==> src/rtl/packed_array_sched.sv <==
// Round-robin sequencer for a shared 4 x 8-bit packed register file: grants one of two
// requesters, writes the elements one per cycle, then stores byte0 + byte1 in element3.
module packed_array_sched #(
  parameter int unsigned ELEM_W   = 8,
  parameter bit          WRAP_SUM = 1'b1
) (
  input  logic              clk,
  input  logic              rst,
  input  logic              enable,
  input  logic              req_a,
  input  logic [31:0]       data_a,
  input  logic [3:0]        slice_a,
  output logic              gnt_a,
  input  logic              req_b,
  input  logic [31:0]       data_b,
  input  logic [3:0]        slice_b,
  output logic              gnt_b,
  output logic              busy,
  output logic              done,
  output logic [ELEM_W-1:0] out_elem0,
  output logic [ELEM_W-1:0] out_elem1,
  output logic [ELEM_W-1:0] out_sum
);

  typedef enum logic [2:0] {
    StIdle,
    StLoad0,
    StLoad1,
    StLoad2,
    StSum,
    StDone
  } state_e;

  state_e                 r_state;
  logic                   r_rr_b;     // 1: B wins the next tie
  logic [23:0]            r_data;
  logic [3:0]             r_slice;
  logic [3:0][ELEM_W-1:0] r_arr;
  logic                   r_busy;
  logic                   r_done;

  logic                   w_grant_ok;
  logic                   w_pick_b;
  logic                   w_gnt_a;
  logic                   w_gnt_b;
  logic [8:0]             w_sum9;
  logic [7:0]             w_sum;
  logic                   w_unused_bits;

  // Arbitration is the only combinational path from the requests to the grants.
  assign w_grant_ok = (r_state == StIdle) && enable && !rst;
  assign w_pick_b   = req_b && (!req_a || r_rr_b);
  assign w_gnt_a    = w_grant_ok && req_a && !w_pick_b;
  assign w_gnt_b    = w_grant_ok && w_pick_b;

  // Sum uses the shadowed byte0, not element0 with the slice override applied.
  assign w_sum9 = {1'b0, r_data[7:0]} + {1'b0, r_data[15:8]};
  assign w_sum  = (WRAP_SUM || !w_sum9[8]) ? w_sum9[7:0] : 8'hFF;

  assign w_unused_bits = ^{data_a[31:24], data_b[31:24], r_arr[2]};

  always_ff @(posedge clk or posedge rst) begin
    if (rst) begin
      r_state <= StIdle;
      r_rr_b  <= 1'b0;
      r_data  <= '0;
      r_slice <= '0;
      r_arr   <= '0;
      r_busy  <= 1'b0;
      r_done  <= 1'b0;
    end else if (!enable) begin
      r_state <= StIdle;
      r_arr   <= '0;
      r_busy  <= 1'b0;
      r_done  <= 1'b0;
    end else begin
      unique case (r_state)
        StIdle: begin
          r_done <= 1'b0;
          if (w_gnt_a || w_gnt_b) begin
            r_data  <= w_gnt_b ? data_b[23:0] : data_a[23:0];
            r_slice <= w_gnt_b ? slice_b : slice_a;
            r_rr_b  <= w_gnt_a;
            r_busy  <= 1'b1;
            r_state <= StLoad0;
          end
        end
        StLoad0: begin
          r_arr[0] <= {r_data[7:4], r_slice};
          r_state  <= StLoad1;
        end
        StLoad1: begin
          r_arr[1] <= r_data[15:8];
          r_state  <= StLoad2;
        end
        StLoad2: begin
          r_arr[2] <= r_data[23:16];
          r_state  <= StSum;
        end
        StSum: begin
          r_arr[3] <= w_sum;
          r_done   <= 1'b1;
          r_state  <= StDone;
        end
        StDone: begin
          r_done  <= 1'b0;
          r_busy  <= 1'b0;
          r_state <= StIdle;
        end
        default: begin
          r_busy  <= 1'b0;
          r_done  <= 1'b0;
          r_state <= StIdle;
        end
      endcase
    end
  end

  assign gnt_a     = w_gnt_a;
  assign gnt_b     = w_gnt_b;
  assign busy      = r_busy;
  assign done      = r_done;
  assign out_elem0 = r_arr[0];
  assign out_elem1 = r_arr[1];
  assign out_sum   = r_arr[3];

endmodule

==> config.mk <==
export PLATFORM = sky130hd
export DESIGN_NAME = packed_array_sched
export DESIGN_NICKNAME = d
export VERILOG_FILES = /design/src/rtl/packed_array_sched.sv
export SDC_FILE = /design/constraint.sdc
export NUM_CORES = 1
export LEC_CHECK = 0
export BUFFER_PORTS_ARGS = -buffer_cell sky130_fd_sc_hd__buf_2
export CORE_ASPECT_RATIO = 0.8
export CORE_MARGIN = 2
export CORE_UTILIZATION = 30
export DETAILED_ROUTE_END_ITERATION = 8
export PLACE_DENSITY = 0.65
export RECOVER_POWER = 50
export SLEW_MARGIN = 10
export SYNTH_ARGS = -nofsm -noshare
export SYNTH_HDL_FRONTEND = slang
export SYNTH_SLANG_ARGS = --single-unit
export TNS_END_PERCENT = 20
==> constraint.sdc <==
create_clock -name clk -period 5.3 [get_ports clk]
set_input_delay 0.265 -clock clk [delete_from_list [all_inputs] [get_ports clk]]
set_output_delay 0.265 -clock clk [all_outputs]
set_load 0.005 [all_outputs]
; Yosys cells after proc, flatten, opt, wreduce, memory -nomap -nowiden
; Index checks and enable logic that the tools add are counted.
[word_totals]
word_cells = 51
out_inout_bits = 28
register_bits = 58
input_bits = 77
[op_classes]
n_reduce_logical = 16
n_eq_ne = 10
mux = 15
add_sub_neg = 1
[ops]
columns = cell, n
row1 = 32-bit 2-to-1 mux, 1
row2 = 8-bit 2-to-1 mux, 4
row3 = 24-bit 2-to-1 mux, 1
row4 = 3-bit case mux with 5 select lines, 1
row5 = 8-bit adder, 1
row6 = "3-bit by 2-bit equality test with 1-bit output, second input constant", 2
row7 = 1-bit logical AND, 6
row8 = 3-bit 2-to-1 mux, 2
row9 = "2-bit by 1-bit inequality test with 1-bit output, second input constant", 3
row10 = 4-bit 2-to-1 mux, 1
row11 = "2-bit inequality test, second input constant", 2
row12 = 1-bit case mux with 2 select lines, 2
row13 = 4-bit OR reduction, 1
row14 = "3-bit by 1-bit equality test with 1-bit output, second input constant", 1
row15 = "3-bit equality test, second input constant", 1
row16 = 1-bit zero test, 3
row17 = 3-bit zero test, 1
row18 = 1-bit 2-to-1 mux, 3
row19 = "3-bit by 2-bit inequality test with 1-bit output, second input constant", 1
row20 = 3-bit AND reduction, 1
row21 = 3-bit OR reduction, 1
row22 = 1-bit logical OR, 2
row23 = 2-bit AND reduction, 1

; Logic depth before layout (Yosys ltp)
[depth]
ltp_word = 9
depth_mapped = 7
depth_no_buf = 6

; Worst setup path after synthesis
; OpenSTA, ideal clock, no wires.
[synth_timing]
path_type = flip-flop to flip-flop
from = reg r_data[0]
to = reg r_arr (netlist bit out_sum[6])
path_stages_with_launch = 7
setup_slack_ps = 3639
required_ps = 5231
setup_ps = 69
synth_period_minus_slack_ps = 1661
arrival_ps = 1593
path_buffers = 0
cell_sequence = dfrtp_1 -> ha_1 -> fa_1 -> a21oi_1 -> o21ai_0 -> a211o_1 -> nand3_1
[synth_between]
elab_chain_len = 3
[synth_lines]
columns = element, line
row1 = from (decl), 36  ; logic [23:0] r_data;
row2 = from (signal assigned), 81  ; r_data <= w_gnt_b ? data_b[23:0] : data_a[23:0];
row3 = 8-bit adder, 57  ; assign w_sum9 = {1'b0, r_data[7:0]} + {1'b0, r_data[15:8]};
row4 = 8-bit 2-to-1 mux, 77  ; unique case (r_state)
row5 = 32-bit 2-to-1 mux, 71  ; end else if (!enable) begin
row6 = to (decl), 38  ; logic [3:0][ELEM_W-1:0] r_arr;
; No other way between the ends. The select of a mux whose other input is x is not followed.
; A chain may end at the register's enable or synchronous reset.

; Worst setup path in the final report
[layout_timing]
from = reg r_state[2]
to = out gnt_b
[layout_between]
elab_chain_len = 4
[layout_lines]
columns = element, line
row1 = from (decl), 34  ; state_e r_state;
row2 = from (signal assigned), 64  ; r_state <= StIdle;
row3 = from (signal assigned), 72  ; r_state <= StIdle;
row4 = from (signal assigned), 85  ; r_state <= StLoad0;
row5 = 3-bit zero test, 51  ; assign w_grant_ok = (r_state == StIdle) && enable && !rst;
row6 = 1-bit logical AND (2 in series), 51
row7 = 1-bit logical AND, 54  ; assign w_gnt_b = w_grant_ok && w_pick_b;
row8 = to (decl), 17  ; output logic gnt_b,
; No other way between the ends.

==> results_dict.tcl <==
set metrics [dict create \
    violations "max-capacitance violations, max-slew violations" \
    num_antenna_cells 0 \
    ys.flop_type "dfrtp_1" \
    synth.top_cell.area_share_pct 50.2 \
    cp.required_ns 5.04 \
    maxCapViolations 1 \
    clock_path_buffers 2 \
    cts_num_sinks 50 \
    cts_resized 0 \
    cp-start-kind "flop" \
    crit_path_top_delay_cell "dfrtp_1" \
    synthTopCellsByArea "dfrtp_1 (50%), mux2i_1 (14%), a21oi_1 (6.2%), nor2_1 (5.7%), ha_1 (3.5%)" \
    grt_max_degree 51 \
    grt_pass1_wl_um 9390 \
    rows 29 \
    start_util_pct 31.2 \
    antenna_found_initial 0 \
    critPathMaxFanout 21 \
    final-seq-area_um2 1250 \
    area_delta_synth_final_pct 20.2 \
    synth.avg_cell_area_um2 10.3 \
    synth-async-reset-ratio_pct 100 \
    synth.distinct_cells 39 \
    multi_input_area_um2 1140 \
    nNetsFinal 392 \
    yosys-top-cells-count "dfrtp_1 (50), nor2_1 (38), mux2i_1 (36)" \
    p_per_area_nw_per_um2 345 \
    dr.first_iter.drc_count 82 \
    grt_overflow 0 \
    grt_usage_pct 13.3 \
    rsz0062_at_grt "no" \
    cp_top_family "flip-flops" \
    drtPass1Iterations 4 \
    setup_violations 0 \
    cts_tree "built" \
    first_global_vias 1946 \
    cts-hold-fix-buffers 0 \
    fin_cells 415 \
    fin_crit_ns 1.98 \
    path_class "reg -> out" \
    ys_warn_count 0 \
    synth_edf_count 0 \
    peakVddDrop_mv 0.119 \
    io_buffer_count 72 \
    timing.fmax_ghz 0.505 \
    cts_root_buffer "clkbuf_8" \
    num_vias 1934 \
    yosysMostFrequentCell "dfrtp_1" \
    yosysSeqAreaShare_pct 50.2 \
    coreArea_um2 7980 \
    p_leak_uw 0.00149 \
    finClkSkew_ns 0.00440 \
    path_cells "nor3b_2 > o2111ai_2 > buf_4 > inv_1 > buf_2" \
    yosysTopAreaCell "dfrtp_1" \
    netlist_area_um2 2490 \
    drc 0 \
    cp-end-kind "output pin" \
    synth_nets 327 \
    maxSlewHeadroom_pct -27.2 \
    place.gp.congestion 0.833 \
    cts.clk_slew.worst_paths_ns 0.09 \
    crit_arrival_ns 1.71 \
    viasPerCell 4.66 \
    die_area_um2 9060 \
    slew_viol_final 51 \
    period_share_pct 37.3 \
    routed_wl_um 5730 \
    cts_buffers 5 \
    n_fill_cell 857 \
    clk_latency_ns 0.30 \
    outcome "complete, but fails checks" \
    finalSetupTns_ns 0 \
    cts_setup_buffers 0 \
    dp_hpwl_um 4140 \
    worst_path_largest_cell_delay_ns 0.51 \
    tightest_slew_ns 1.91 \
    hold_viol_final 0 \
    synth_cells 242 \
    critical_path_buf_inv_count 3 \
    htreeDepth 2 \
    die_h_um 85.5 \
    wl_per_cell_um 13.8 \
    ys_ff_latch 50 \
    dp.cells 408 \
    antenna_left 0 \
    drive_above_1_share_pct 24.8 \
    holdCritPathClass "in -> reg" \
    io_pins 105 \
    chipWidth_um 106 \
]
cells in the final DEF (no fill, tap or decap), types with 3 or more instances in the layout:
master     n
buf_2     60
o21ai_0    7
nand3_1    5
mux2i_1   36
nor3_1     4
nor2_1    38
dfrtp_1   50
buf_4      3
xnor2_1    4
ha_1       7
clkbuf_1  13
nand2_1    9
inv_1      6
a21oi_1   31
clkbuf_8   5
per-stage QoR:
step | worst slack [ns] | utilization [%] | hold slack [ns] | instance area, um2 | power, uW
5_1_grt | 3.16 | 37.5 | 0.256 | 3000 | 1110
3_3_place_gp | 3.41 | 36.7 | 0.495 | 2930 | 818
6_report | 3.32 | 37.5 | 0.257 | 3000 | 1030
3_5_place_dp | 3.37 | 36.7 | 0.500 | 2930 | 832
4_1_cts | 3.30 | 37.7 | 0.251 | 3010 | 1050
2_1_floorplan | 3.64 | - | 0.472 | 2490 | 732
routing by layer:
layer,share of wire (%),vias to the layer above,track usage [%]
met5,0,-,0
met4,0.63,0,3.11
met3,6.0,5,3.80
met2,44,52,20.9
met1,50,899,18.3
li1,-,978,-
area by class of cell:
cell class / count / share of cell area [%]
Sequential cell: 50 / 41.8
Multi-Input combinational cell: 168 / 37.9
Timing Repair Buffer: 75 / 12.3
Tap cell: 108 / 4.51
Clock buffer: 6 / 2.42
Inverter: 7 / 0.877
Clock inverter: 1 / 0.251
kinds of logic after synthesis:
| logic type | share of synthesized area, % |
|---|---|
| AO/OA/AOI/OAI | 12.0 |
| XOR/XNOR | 1.40 |
| adder cells (fa/ha/maj) | 4.31 |
| buffers and inverters | 4.72 |
| flip-flops | 50.2 |
| multiplexers | 14.5 |
| AND/OR/NAND/NOR | 12.9 |
report_power, final:
group          internal, uW  leakage (uW)  switching [uW]
registers               445      0.000632            56.2
logic                   143      0.000816             178
clock network          90.7     0.0000373             121
sequential cells by signal, summed over array words and instances (netlist names):
name       count
r_state        3
r_slice        4
done           1
r_data        16
busy           1
out_elem0      8
out_elem1      8
out_sum        8
r_rr_b         1
worst reg2reg max path: stages (launching register included):
cell and delay, ns:
dfrtp_1 0.51, nor3b_2 0.31, o211a_1 0.26, buf_4 0.38, nor3_1 0.11, a2111oi_2 0.28
final timing paths:
kind                            start  cells after the start         end  slack [ns]
setup / recovery           r_state[2]                      5       gnt_b        3.32
hold / removal              data_b[5]                      3   r_data[5]        0.26
setup reg to reg           r_state[2]                      5  r_state[0]        3.33
hold reg to reg                  busy                      1        busy        0.52
max in group asynchronous         rst                      2  r_state[0]        3.61
min in group asynchronous         rst                      2        busy        0.58
Power figures use the tool's default switching activity.
